### src/rtl/panic_cell_allocator.sv
// panic_cell_allocator
//   Hands out packet-buffer cells to the ingress parser and takes them back
//   when packets finish. Each of the two buffer ports keeps a circular
//   free-list of cell IDs. After reset the lists are filled with every ID, one
//   entry per cycle, before allocation is allowed.
//
// Ports
//   clk, rst           clock, synchronous active-high reset
//   alloc_mem_req      allocation request from the parser
//   alloc_mem_size     requested packet length in bytes
//   alloc_cell_id      granted cell ID (valid with alloc_mem_success)
//   alloc_port_id      granted port (valid with alloc_mem_success)
//   alloc_mem_success  grant, combinational in the request cycle
//   alloc_mem_intense  registered low-free-space hint
//   free_valid         release request
//   free_ready         release accepted (high once the lists are built)
//   free_cell_id       cell being released
//   free_port_id       port the released cell belongs to
//   free_err           one-cycle pulse after a rejected release
//   init_done          free-lists fully populated
//
// Optional build macro PANIC_ALLOC_STATS_EN adds statistics outputs:
//   stat_alloc_cnt, stat_fail_cnt, stat_free_cnt (saturating) and
//   stat_min_free (low-water mark of total free cells).
module panic_cell_allocator #(
  parameter int LEN_WIDTH      = 16,
  parameter int CELL_ID_WIDTH  = 16,
  parameter int CELLS_PER_PORT = 16,
  parameter int CELL_BYTES     = 2048,
  parameter int INTENSE_THRESH = 4
) (
  input  logic                     clk,
  input  logic                     rst,
  input  logic                     alloc_mem_req,
  input  logic [LEN_WIDTH-1:0]     alloc_mem_size,
  output logic [CELL_ID_WIDTH-1:0] alloc_cell_id,
  output logic                     alloc_port_id,
  output logic                     alloc_mem_success,
  output logic                     alloc_mem_intense,
  input  logic                     free_valid,
  output logic                     free_ready,
  input  logic [CELL_ID_WIDTH-1:0] free_cell_id,
  input  logic                     free_port_id,
  output logic                     free_err,
  output logic                     init_done
`ifdef PANIC_ALLOC_STATS_EN
  ,
  output logic [31:0]              stat_alloc_cnt,
  output logic [31:0]              stat_fail_cnt,
  output logic [31:0]              stat_free_cnt,
  output logic [$clog2(CELLS_PER_PORT)+1:0] stat_min_free
`endif
);

  localparam int IDX_W = $clog2(CELLS_PER_PORT);
  localparam int PTR_W = IDX_W + 1;
  localparam int TOT_W = IDX_W + 2;

  localparam logic [IDX_W-1:0]         LAST_IDX  = IDX_W'(CELLS_PER_PORT - 1);
  localparam logic [PTR_W-1:0]         FULL_CNT  = PTR_W'(CELLS_PER_PORT);
  localparam logic [PTR_W-1:0]         FULL_TAIL = {1'b1, {IDX_W{1'b0}}};
  localparam logic [LEN_WIDTH-1:0]     MAX_LEN   = LEN_WIDTH'(CELL_BYTES);
  localparam logic [CELL_ID_WIDTH:0]   ID_LIMIT  = (CELL_ID_WIDTH+1)'(CELLS_PER_PORT);
  localparam logic [TOT_W-1:0]         THRESH    = TOT_W'(INTENSE_THRESH);

  typedef enum logic {ST_INIT, ST_RUN} state_e;

  state_e                  state_q, state_d;
  logic [IDX_W-1:0]        init_cnt_q, init_cnt_d;
  logic [1:0][PTR_W-1:0]   head_q, head_d;
  logic [1:0][PTR_W-1:0]   tail_q, tail_d;
  logic                    last_port_q, last_port_d;
  logic                    free_err_q, free_err_d;
  logic                    intense_q, intense_d;

  logic [CELL_ID_WIDTH-1:0] cell_mem [2][CELLS_PER_PORT];

  logic [1:0][PTR_W-1:0]   cnt;
  logic [PTR_W-1:0]        cnt_nx0, cnt_nx1;
  logic [TOT_W-1:0]        tot_d;
  logic                    sel;
  logic                    run;
  logic                    free_fire;
  logic                    free_bad;
  logic                    free_push;

  // Port selection uses the counts before this cycle's updates; the fuller
  // port wins and a tie goes to the port not used by the last grant.
  always_comb begin
    cnt[0] = tail_q[0] - head_q[0];
    cnt[1] = tail_q[1] - head_q[1];
    if (cnt[0] > cnt[1]) begin
      sel = 1'b0;
    end else if (cnt[1] > cnt[0]) begin
      sel = 1'b1;
    end else begin
      sel = ~last_port_q;
    end
    free_fire = free_valid && (state_q == ST_RUN);
    free_bad  = ({1'b0, free_cell_id} >= ID_LIMIT) || (cnt[free_port_id] == FULL_CNT);
    free_push = free_fire && !free_bad;
  end

  // State register
  always_ff @(posedge clk) begin
    if (rst) begin
      state_q <= ST_INIT;
    end else begin
      state_q <= state_d;
    end
  end

  // Next state
  always_comb begin
    state_d = state_q;
    if (state_q == ST_INIT && init_cnt_q == LAST_IDX) begin
      state_d = ST_RUN;
    end
  end

  // FSM outputs
  always_comb begin
    run               = (state_q == ST_RUN);
    init_done         = run;
    free_ready        = run;
    alloc_mem_success = run && alloc_mem_req && (alloc_mem_size != '0) &&
                        (alloc_mem_size <= MAX_LEN) && (cnt[sel] != '0);
    alloc_port_id     = sel;
    alloc_cell_id     = cell_mem[sel][head_q[sel][IDX_W-1:0]];
    free_err          = free_err_q;
    alloc_mem_intense = intense_q;
  end

  // Pointer, init counter and flag updates. The last INIT cycle leaves both
  // lists full: head at 0 and tail at 0 with the wrap bit set.
  always_comb begin
    init_cnt_d  = init_cnt_q;
    head_d      = head_q;
    tail_d      = tail_q;
    last_port_d = last_port_q;
    free_err_d  = 1'b0;
    if (state_q == ST_INIT) begin
      init_cnt_d = init_cnt_q + 1'b1;
      if (init_cnt_q == LAST_IDX) begin
        head_d    = '0;
        tail_d[0] = FULL_TAIL;
        tail_d[1] = FULL_TAIL;
      end
    end else begin
      if (alloc_mem_success) begin
        head_d[sel] = head_q[sel] + 1'b1;
        last_port_d = sel;
      end
      if (free_fire) begin
        if (free_bad) begin
          free_err_d = 1'b1;
        end else begin
          tail_d[free_port_id] = tail_q[free_port_id] + 1'b1;
        end
      end
    end
    cnt_nx0   = tail_d[0] - head_d[0];
    cnt_nx1   = tail_d[1] - head_d[1];
    tot_d     = TOT_W'(cnt_nx0) + TOT_W'(cnt_nx1);
    intense_d = (state_d == ST_INIT) ? 1'b1 : (tot_d < THRESH);
  end

  always_ff @(posedge clk) begin
    if (rst) begin
      init_cnt_q  <= '0;
      head_q      <= '0;
      tail_q      <= '0;
      last_port_q <= 1'b1;
      free_err_q  <= 1'b0;
      intense_q   <= 1'b1;
    end else begin
      init_cnt_q  <= init_cnt_d;
      head_q      <= head_d;
      tail_q      <= tail_d;
      last_port_q <= last_port_d;
      free_err_q  <= free_err_d;
      intense_q   <= intense_d;
    end
  end

  // List storage has no reset; INIT rewrites every entry before use.
  always_ff @(posedge clk) begin
    if (!rst) begin
      if (state_q == ST_INIT) begin
        cell_mem[0][init_cnt_q] <= CELL_ID_WIDTH'(init_cnt_q);
        cell_mem[1][init_cnt_q] <= CELL_ID_WIDTH'(init_cnt_q);
      end else if (free_push) begin
        cell_mem[free_port_id][tail_q[free_port_id][IDX_W-1:0]] <= free_cell_id;
      end
    end
  end

`ifdef PANIC_ALLOC_STATS_EN
  logic [31:0]      alloc_cnt_q, alloc_cnt_d;
  logic [31:0]      fail_cnt_q, fail_cnt_d;
  logic [31:0]      free_cnt_q, free_cnt_d;
  logic [TOT_W-1:0] min_free_q, min_free_d;

  // Saturating event counters and the total-free low-water mark, which is
  // seeded with the full capacity as the block enters RUN.
  always_comb begin
    alloc_cnt_d = alloc_cnt_q;
    fail_cnt_d  = fail_cnt_q;
    free_cnt_d  = free_cnt_q;
    min_free_d  = min_free_q;
    if (alloc_mem_success && alloc_cnt_q != '1) begin
      alloc_cnt_d = alloc_cnt_q + 1'b1;
    end
    if (run && alloc_mem_req && !alloc_mem_success && fail_cnt_q != '1) begin
      fail_cnt_d = fail_cnt_q + 1'b1;
    end
    if (free_push && free_cnt_q != '1) begin
      free_cnt_d = free_cnt_q + 1'b1;
    end
    if (state_q == ST_INIT && state_d == ST_RUN) begin
      min_free_d = TOT_W'(2 * CELLS_PER_PORT);
    end else if (run && tot_d < min_free_q) begin
      min_free_d = tot_d;
    end
  end

  always_ff @(posedge clk) begin
    if (rst) begin
      alloc_cnt_q <= '0;
      fail_cnt_q  <= '0;
      free_cnt_q  <= '0;
      min_free_q  <= '0;
    end else begin
      alloc_cnt_q <= alloc_cnt_d;
      fail_cnt_q  <= fail_cnt_d;
      free_cnt_q  <= free_cnt_d;
      min_free_q  <= min_free_d;
    end
  end

  assign stat_alloc_cnt = alloc_cnt_q;
  assign stat_fail_cnt  = fail_cnt_q;
  assign stat_free_cnt  = free_cnt_q;
  assign stat_min_free  = min_free_q;
`else
  // Default build carries no statistics state.
`endif

endmodule

### config.mk
export PLATFORM = sky130hd
export DESIGN_NAME = panic_cell_allocator
export DESIGN_NICKNAME = d
export VERILOG_FILES = /design/src/rtl/panic_cell_allocator.sv
export SDC_FILE = /design/constraint.sdc
export NUM_CORES = 1
export LEC_CHECK = 0
export ABC_AREA = 0
export BUFFER_PORTS_ARGS = -buffer_cell sky130_fd_sc_hd__buf_2
export CORE_MARGIN = 2
export CORE_UTILIZATION = 66
export CTS_BUF_LIST = sky130_fd_sc_hd__clkbuf_4
export DETAILED_ROUTE_END_ITERATION = 6
export PLACE_DENSITY_LB_ADDON = 0.1
export SLEW_MARGIN = 10
export SYNTH_ARGS = -nofsm -noshare
export SYNTH_HDL_FRONTEND = slang
export SYNTH_SLANG_ARGS = --single-unit
export TNS_END_PERCENT = 100
### constraint.sdc
create_clock -name clk -period 13.3 [get_ports clk]
set_clock_uncertainty 0.05 [all_clocks]
set_input_delay 1.995 -clock clk [delete_from_list [all_inputs] [get_ports clk]]
set_output_delay 1.995 -clock clk [all_outputs]
set_load 0.1 [all_outputs]
== Word level (Yosys, flattened, before mapping) ==
Memories as Yosys holds them, arrays and structs flattened.
Cells that the tools add are included.

* Register bits after elaboration: 28
* Bits in writable memories: 512
* Output and inout bits: 22
* Logic and storage cells: 102
* Memories kept: 1

{| class="wikitable"
|+ Memories
! name !! depth !! bits a word !! rd ports !! clocked after Yosys merged registers in !! wr ports !! line !! text
|-
| cell_mem || 2 || 256 || 1 || 0 || 2 || 76 || <nowiki>logic [CELL_ID_WIDTH-1:0] cell_mem [2][CELLS_PER_PORT];</nowiki>
|}

* $add $sub $neg: 8
* Magnitude comparators: 14
* Eq/ne operators: 2
* Multiplexer cells: 42
* Bitwise logic cells: 7
* Reductions and logical operators: 19

{| class="wikitable"
|+ Operator list
! cell !! count
|-
| 256-bit two-way mux || 4
|-
| 256-bit OR reduction || 1
|-
| 16-bit demux with 4-bit select || 2
|-
| 10-bit two-way mux || 7
|-
| 16-bit binary-select mux with 4-bit select || 1
|-
| 16-bit two-way mux || 4
|-
| 5-bit two-way mux || 10
|-
| 10-bit bitwise mux || 2
|-
| 5-bit subtractor || 4
|-
| 16-bit by 5-bit greater-or-equal comparator with 1-bit output, second input constant || 1
|-
| 16-bit by 12-bit less-or-equal comparator with 1-bit output, second input constant || 1
|-
| 16-bit nonzero test || 1
|-
| 5-bit greater-or-equal comparator, second input constant || 3
|-
| 4-bit inverter with 5-bit output || 3
|-
| 1-bit logical AND || 11
|-
| 5-bit by 1-bit adder with 5-bit output, second input constant || 2
|-
| 5-bit demux with 1-bit select || 2
|-
| 5-bit > comparator || 2
|-
| 5-bit by 1-bit less-than comparator with 1-bit output, second input constant || 2
|-
| 1-bit two-way mux || 10
|-
| 5-bit by 5-bit adder with 6-bit output || 1
|-
| 6-bit by 3-bit less-than comparator with 1-bit output, second input constant || 1
|-
| 5-bit == test, second input constant || 1
|-
| 5-bit nonzero test || 1
|-
| other kinds (10) || 15
|}

== Depth between registers and ports, before layout ==
Gate-level depths: netlist of the first run.

* Depth in word-level cells: 14
* Mapped depth: 30
* Gate-level depth less buffers: 27

== Least setup slack after synthesis of the first run ==
OpenSTA, ideal clock, no wires.

* Path kind: flip-flop to output port
* Start: register head_q[6] in the netlist's numbering
* End: output alloc_mem_success
* Arrival: 6.321 ns
* Slack: 4.934 ns
* Stages on the path, launching flop included: 18
* Cell sequence: dfxtp_1 clkbuf_1 clkbuf_1 inv_1 fa_1 a21o_1 a21oi_1 xnor2_1 ha_1 nand2_1 a211o_1 a21o_1 buf_4 inv_1 buf_2 buf_2 nor2_1 nor4_1

* Cells in the longest elaborated chain, start to end: 8
* Elaborated cells between the ends (all ways): 9

{| class="wikitable"
|+ RTL lines
! element !! line !! text
|-
| start, declared || 70 || <nowiki>logic [1:0][PTR_W-1:0] head_q, head_d;</nowiki>
|-
| start signal, assigned || 171 || <nowiki>head_q <= '0;</nowiki>
|-
| start signal, assigned || 178 || <nowiki>head_q <= head_d;</nowiki>
|-
| 5-bit subtractor (*) || 91 || <nowiki>cnt[1] = tail_q[1] - head_q[1];</nowiki>
|-
| 5-bit > comparator || 94 || <nowiki>end else if (cnt[1] > cnt[0]) begin</nowiki>
|-
| 1-bit two-way mux || 94 ||
|-
| 1-bit two-way mux || 92 || <nowiki>if (cnt[0] > cnt[1]) begin</nowiki>
|-
| 5-bit two-way mux (not written as such) (*) (2 in series) || 127 || <nowiki>(alloc_mem_size <= MAX_LEN) && (cnt[sel] != '0);</nowiki>
|-
| 5-bit nonzero test (*) || 127 ||
|-
| 1-bit logical AND (*) || 127 ||
|-
| end, declared || 38 || <nowiki>output logic alloc_mem_success,</nowiki>
|}

Every way passes the cells marked *; elsewhere a longest branch is shown, timed or not. The select of a mux whose other input is x is not followed.

== Worst setup path in the final report of the first run ==
* Start: register head_q[1] in the netlist's numbering
* End: output alloc_cell_id[14]

* Cells in the longest elaborated chain, start to end: 10
* Elaborated cells between the ends (all ways): 12

{| class="wikitable"
|+ RTL lines
! element !! line !! text
|-
| 5-bit subtractor || 90 || <nowiki>cnt[0] = tail_q[0] - head_q[0];</nowiki>
|-
| 5-bit > comparator || 94 ||
|-
| 1-bit two-way mux || 94 ||
|-
| 1-bit two-way mux || 92 ||
|-
| 5-bit two-way mux (2 in series) || -- ||
|-
| 4-bit inverter with 5-bit output (not written as such) || 129 || <nowiki>alloc_cell_id = cell_mem[sel][head_q[sel][IDX_W-1:0]];</nowiki>
|-
| 16-bit binary-select mux with 4-bit select (*) || 129 ||
|-
| 16-bit two-way mux (not written as such) (*) (2 in series) || 129 ||
|-
| end, declared || 36 || <nowiki>output logic [CELL_ID_WIDTH-1:0] alloc_cell_id,</nowiki>
|}

Marked as above.

==> results.cfg, run 1 <==
[logic_synthesis]
yosysUniqueCellTypes = 71
synth.yosys.seq_area_share_pct = 64.21
fraction_of_registers_with_async_set_or_reset_after_synthesis_pct = 0
ys_dominant_reg_cell = edfxtp_1
cell_count_after_synthesis = 1711
synth_warnings = 0
synth.ff_latch_count = 540
syn_area_mm2 = 0.02482
syn_area_per_cell_um2 = 14.51
synth-edff-count = 512

[power_and_ir_drop]
netSwitchingPower_mw = 0.7800
vdd_ir_drop_max_mv = 0.09807
seqPwrFrac_pct = 53.3
leakagePower_nw = 10.59
cell_internal_pwr_mw = 2.774
swShare_pct = 21.95
finalPower_mw = 3.554
clock_power_share_pct = 42.7
p_comb_share_pct = 4.0
power_per_cell_area_mw_per_mm2 = 123.8

[route]
avgRoutedWirePerCell_um = 22.22
drcViolationCount = 0
drt-total-wl_mm = 61.58
dr_total_vias = 15944
drt-pass1-iter-count = 5
initialDrtViolationCount = 1191
routed_via_density = 5.754
detail-route-antenna-nets = 0

[worst_hold_path]
hold_path.class = flip-flop to flip-flop
hold_startpoint = last_port_q

[global_route]
antenna_violations_before_repair = 3
first_global_vias = 16429
global_route_usage_sum_pct = 32.69
grt_first_pass_wirelength_mm = 92.89
grt_start_max_net_pins = 81
grt_overflow = 0

[placement]
portBuffers = 58
placed_cells_incl_taps = 2528
gp_congestion = 0.9058
hpwl_mm = 39.02

[cts]
post-cts-setup-buffer-count = 0
clock_pin_transition_on_the_worst_setup_and_hold_timing_paths_ns = 0.06
cts_buffers = 141
worst_skew_pair.late_latency_ns = 0.89
cts_resized = 0
tritoncts = done
clock_tree.buffer_depth = 3
cts_hold_buffers = 0
clock_tree.htree_level_count = 4
clkSinkCount = 540
clock-root-buffer = clkbuf_4

[floorplan]
initial_utilization_pct = 66.52
ioPinCount = 59
die_area_mm2 = 0.03917
die_h_um = 197.9
floorplan.die.width_um = 197.9
row_count = 71
fp.coreArea_mm2 = 0.03731

[sta]
final_max_slew_viol_count = 0
fin_crit_sh_pct = 71.62
unrepaired_setup_endpoints_after_global_routing = false
timing_worst_slew_pin_value_ns = 1.244
final-hold-violation-count = 0
setup_total_negative_slack_ns = 0
timing.fmax_mhz = 105.0
setup_viol_count_final = 0
relSlewSlack_pct = 15.29
finalWorstPathRequiredPeriod_ns = 9.526
whs_ns = 0.4339

[finish]
mostFrequentLayoutCells = edfxtp_1 (512), conb_1 (384), clkbuf_4 (209), mux2i_1 (167), nand2_1 (131)
finish.net_count = 2270
num-fill-cells = 2352
post-route-util_pct = 76.96
most_common_library_cell_in_the_layout_ignoring_fill_and_taps = edfxtp_1
fin_cells = 2771
flow.area_growth_from_synthesis_pct = 15.69
multiInputGateArea_mm2 = 0.009741
post_route_cells_drive_above_1_share_pct = 21.72
seq_area_mm2 = 0.01594

[setup_path]
required_ns = 11.26
endpoint_kind = output pin
crit_path_max_fanout = 66
cpPeakStageDelay_ns = 0.92
number_of_buffers_and_inverters_on_the_critical_path = 5
worst_r2r_startpoint = head_q[1]
cell_chain_critical_path = inv_1, ha_1, a21oi_1, a21boi_0, or2_2, ha_1, nand2_1, nor2_1, a21o_4, buf_4, mux2i_4, inv_1, buf_4, a211oi_1, o311ai_0, o211ai_1, buf_2
worstSetupPathType = flip-flop to output pin
cpLargestDelayFamily = buffers and inverters
cpMaxStageDelayCell = dfxtp_1
ff2ff_setup_slack_ns = 5.64
crit_path_start_kind = flip-flop
worstPathArrival_ns = 7.48
critical_path_start = head_q[1]

[job]
max_cap_viol_count = 0

[status]
outcome = finished clean
## area by class of cell
cell class | count | area share (%)
diodes | 4 | 0.03486
clock buffers | 209 | 5.464
clock inverters | 30 | 1.050
inverters | 36 | 0.4793
multi-input cells | 1403 | 33.92
flip-flops and latches | 540 | 55.53
well taps | 474 | 2.065
repair buffers | 75 | 1.455
## path summary, 6_finish.rpt
kind	endpoint	cells after the start
max	alloc_cell_id[14]	17
min	last_port_q	2
max reg2reg	alloc_mem_intense	26
min reg2reg	last_port_q	2
## cell usage after synthesis (4+ instances only)
cell type / count / area share (%)
nor4_1: 9 / 0.23
clkbuf_1: 87 / 1.3
nor3_1: 4 / 0.081
edfxtp_1: 512 / 62
buf_2: 18 / 0.36
a32oi_1: 12 / 0.42
buf_1: 8 / 0.12
mux4_2: 27 / 2.5
a311oi_1: 8 / 0.28
nand3_1: 42 / 0.85
and2_1: 12 / 0.30
nor2b_1: 78 / 2.0
nor3b_1: 4 / 0.12
o21ai_0: 20 / 0.40
o211ai_1: 16 / 0.48
nand2_1: 131 / 2.0
a211oi_1: 108 / 3.3
nand2_2: 31 / 0.78
mux2_1: 10 / 0.45
mux2i_1: 167 / 6.7
dfxtp_1: 28 / 2.3
nor2_1: 36 / 0.54
o311ai_0: 13 / 0.46
a22oi_1: 4 / 0.12
a21oi_1: 28 / 0.56
nand4_1: 13 / 0.33
nor2_4: 4 / 0.18
inv_1: 35 / 0.53
mux2_2: 120 / 5.4
a21o_1: 5 / 0.15
and3_1: 9 / 0.23
xnor2_1: 15 / 0.53
ha_1: 33 / 1.7
xor2_1: 9 / 0.32
## routing by layer
| layer | wire (um) | up-vias | global-route usage [%] |
|---|---|---|---|
| met5 | 0 | - | 0 |
| li1 | - | 7284 | - |
| met1 | 22690 | 7691 | 39.02 |
| met2 | 29340 | 760 | 52.19 |
| met3 | 5376 | 209 | 8.516 |
| met4 | 4171 | 0 | 22.97 |
## kinds of logic (layout without fill, tap and decap cells)
| family | Yosys count | in the layout | share of synthesized area [%] |
|---|---|---|---|
| flops | 540 | 540 | 64.21 |
| simple gates | 386 | 386 | 8.031 |
| mux | 327 | 327 | 15.29 |
| compound gates | 244 | 244 | 7.224 |
| buf+inv | 151 | 350 | 2.405 |
| fa+ha+maj | 38 | 38 | 1.986 |
| xor+xnor | 24 | 24 | 0.8470 |
| other cells | 1 | 388 | 0.01511 |
## power by group through the flow
| stage | clock network, mW | registers (mW) | logic (mW) |
|---|---|---|---|
| after global routing | 1.62 | 1.90 | 0.153 |
| after detailed placement | 0 | 1.93 | 0.134 |
| after floorplan | 0 | 1.93 | 0.0962 |
| after CTS | 1.54 | 1.90 | 0.135 |
| after global placement | 0 | 1.93 | 0.132 |
| final | 1.52 | 1.89 | 0.141 |
## worst min-delay path, stage by stage (launching register included)
cell and delay [ns]:
dfxtp_1 0.32, inv_1 0.05, o21ai_0 0.07
## state kept, by name, summed over array words and instances, names as in the netlist
signal,count
cell_mem,512
alloc_mem_intense,1
last_port_q,1
free_err,1
tail_q,10
head_q,10
free_ready,1
init_cnt_q,4
## per-stage QoR
stage	instance area (um^2)	setup slack (ns)
6_report	28710	3.774
5_1_grt	28710	3.397
4_1_cts	28700	3.750
3_5_place_dp	26830	4.744
3_3_place_gp	26830	4.958
2_1_floorplan	26260	4.934
(Power assumes the default switching activity.)
==> run 2: changes to the inputs <==
--- a/config.mk
+++ b/config.mk
@@ -5,10 +5,10 @@
 export SDC_FILE = /design/constraint.sdc
 export NUM_CORES = 1
 export LEC_CHECK = 0
-export ABC_AREA = 0
+export ABC_AREA = 1
 export BUFFER_PORTS_ARGS = -buffer_cell sky130_fd_sc_hd__buf_2
 export CORE_MARGIN = 2
-export CORE_UTILIZATION = 66
+export CORE_UTILIZATION = 59
 export CTS_BUF_LIST = sky130_fd_sc_hd__clkbuf_4
 export DETAILED_ROUTE_END_ITERATION = 6
 export PLACE_DENSITY_LB_ADDON = 0.1
==> constraint.sdc (replaced) <==
create_clock -name clk -period 7.9 [get_ports clk]
set_clock_uncertainty 0.05 [all_clocks]
set_input_delay 1.185 -clock clk [delete_from_list [all_inputs] [get_ports clk]]
set_output_delay 1.185 -clock clk [all_outputs]
set_load 0.1 [all_outputs]
==> run 2 against run 1 <==
Clock power rose by 54%. Worst hold slack got worse by 0.0074 ns. Power rose by 62%. Final cell count rose by 29%. Global-route usage fell by 2.3 points. Combinational power rose by 65%. Via count rose by 20%. Flip-flop and latch count did not move. Synthesized cell count rose by 46%. First-iteration DRC count rose by 69%. Critical endpoint is now alloc_cell_id[6]. Largest cell class unchanged. Largest power group unchanged.
==> results.cfg, run 2 <==
[setup_path]
worstSetupPathType = flip-flop to output pin
worst_path_most_repeated_cell = nand2_1
cell_chain_critical_path = inv_1, ha_1, a21oi_1, nand2_1, nand2_1, and2_1, inv_1, ha_1, nand2_1, nor2_1, nand2_1, nand3_1, nand2_8, o21ai_4, buf_4, buf_4, o211ai_1, o211ai_1, nand3_1, nand2_1, buf_2
crit_path_start_kind = flip-flop
endpoint_kind = output pin
worstPathArrival_ns = 6.13
cpLargestDelayFamily = buffers and inverters
crit_path_max_fanout = 71
number_of_buffers_and_inverters_on_the_critical_path = 5
required_ns = 6.66
cpMaxStageDelayCell = o21ai_4
worst_r2r_startpoint = head_q[7]
cpPeakStageDelay_ns = 0.76
critical_path_start = head_q[7]

[logic_synthesis]
synthDominantCellAreaShare_pct = 61.41
syn_area_mm2 = 0.02504
synth.ff_latch_count = 540
synth.cells.most_frequent = nand2_1 (950), edfxtp_1 (512), o21ai_0 (219), nand3_1 (166), inv_1 (104)
ys_dominant_reg_cell = edfxtp_1
synth_top_area_cell = edfxtp_1
synth.yosys.seq_area_share_pct = 63.65
synth_top_area_cells = edfxtp_1 (61%), nand2_1 (14%), o21ai_0 (4.4%)
synth_warnings = 0
yosysMostFrequentCell = nand2_1
yosysUniqueCellTypes = 39
synth-edff-count = 512
fraction_of_registers_with_async_set_or_reset_after_synthesis_pct = 0
cell_count_after_synthesis = 2491
syn_area_per_cell_um2 = 10.05

[finish]
largest_reg_flops = 512
top_reg_by_flops = cell_mem
finish.net_count = 3032
most_common_library_cell_in_the_layout_ignoring_fill_and_taps = nand2_1
flow.area_growth_from_synthesis_pct = 15.03
mostFrequentLayoutCells = nand2_1 (950), edfxtp_1 (512), conb_1 (384), o21ai_0 (216), clkbuf_4 (210)
layout_top_registers = cell_mem (512), head_q (10), tail_q (10)
post_route_cells_drive_above_1_share_pct = 11.19
num-fill-cells = 3282

[floorplan]
floorplan.die.width_um = 210.0
fp.coreArea_mm2 = 0.04195
die_area_mm2 = 0.04410
ioPinCount = 59
initial_utilization_pct = 59.69
die_h_um = 210.0
row_count = 75

[power_and_ir_drop]
finalPower_mw = 5.760
power_per_cell_area_mw_per_mm2 = 200.0
leakagePower_nw = 11.73
vdd_ir_drop_max_mv = 0.1069

[route]
dr_total_vias = 19211
drt-total-wl_mm = 65.16
routed_via_density = 5.354
drt-pass1-iter-count = 7
avgRoutedWirePerCell_um = 18.16
detail-route-antenna-nets = 0
initialDrtViolationCount = 2014
drcViolationCount = 0

[cts]
clock_pin_transition_on_the_worst_setup_and_hold_timing_paths_ns = 0.06
clkSinkCount = 540
tritoncts = done
cts_hold_buffers = 0
clock_tree.htree_level_count = 4
clock_tree.buffer_depth = 3
cts_buffers = 142
clock-root-buffer = clkbuf_4
cts_resized = 0
worst_skew_pair.late_latency_ns = 0.88
post-cts-setup-buffer-count = 0

[sta]
final_max_slew_viol_count = 0
finalWorstPathRequiredPeriod_ns = 7.369
fin_crit_sh_pct = 93.27
setup_viol_count_final = 0
timing.fmax_mhz = 135.7
final-hold-violation-count = 0
unrepaired_setup_endpoints_after_global_routing = false
timing_worst_slew_pin_value_ns = 1.280
setup_total_negative_slack_ns = 0
relSlewSlack_pct = 14.58

[worst_hold_path]
hold_path.class = flip-flop to flip-flop
hold_startpoint = last_port_q

[placement]
portBuffers = 58
hpwl_mm = 40.30
gp_congestion = 0.9383

[global_route]
grt_overflow = 0
grt_start_max_net_pins = 153
first_global_vias = 18619
global_route_usage_sum_pct = 30.35
antenna_violations_before_repair = 1
grt_first_pass_wirelength_mm = 101.2

[job]
max_cap_viol_count = 0

[status]
outcome = finished clean
-- run 2: worst min-delay path, stage by stage (launching register included) --
cell and delay, ns:
dfxtp_1 0.33, nand2_1 0.06, nand3_1 0.06
-- run 2: worst paths after layout --
kind                  endpoint  slack [ns]  cells past startpoint
max           alloc_cell_id[6]        0.53                     21
min                last_port_q        0.43                      2
max reg2reg  alloc_mem_intense        1.66                     37
min reg2reg        last_port_q        0.43                      2
-- run 2: cell type report --
type | count | area [um^2] | area share [%]
Sequential cell | 540 | 15940 | 55.33
Multi-Input combinational cell | 2083 | 9507 | 33.01
Clock buffer | 210 | 1577 | 5.474
Tap cell | 539 | 674.4 | 2.342
Timing Repair Buffer | 85 | 580.6 | 2.016
Inverter | 107 | 409.1 | 1.421
Clock inverter | 23 | 115.1 | 0.3997
Antenna cell | 1 | 2.502 | 0.008689
-- run 2: through the flow --
| step | instance area, um^2 | hold WS, ns | setup slack [ns] | utilization (%) | cells |
|---|---|---|---|---|---|
| finish | 28800 | 0.4264 | 0.5314 | 68.66 | 3588 |
| floorplan | 26470 | 0.3797 | 1.760 | - | 2874 |
| global route | 28800 | 0.4870 | 0.04698 | 68.66 | 3588 |
| global placement | 27110 | 0.4279 | 1.660 | 64.62 | 3354 |
| detailed placement | 27110 | 0.4293 | 1.486 | 64.62 | 3354 |
| CTS | 28800 | 0.4398 | 0.5130 | 68.65 | 3587 |
-- run 2: routing by layer --
metal	wire length [um]	track usage, %	share of wire (%)	vias up
met2	31040	48.96	48	845
met1	26400	39.55	41	8976
li1	-	-	-	9245
met3	5305	6.243	8.1	145
met5	0	0	0	-
met4	2404	14.97	3.7	0
-- run 2: power by group --
part	internal, mW	total [mW]	switching, mW
logic	0.0458	0.233	0.188
clock network	1.23	2.34	1.11
registers	3.18	3.19	0.00893
total	4.46	5.76	1.30
-- run 2: cells by family after synthesis --
group	synth area share, %
AOI/OAI and AO/OA	9.255
xor gates and xnor gates	0.2099
adders and majority gates	1.889
buffers and inverters	4.313
DFF	63.65
other	0.01498
and+or+nand+nor	20.67
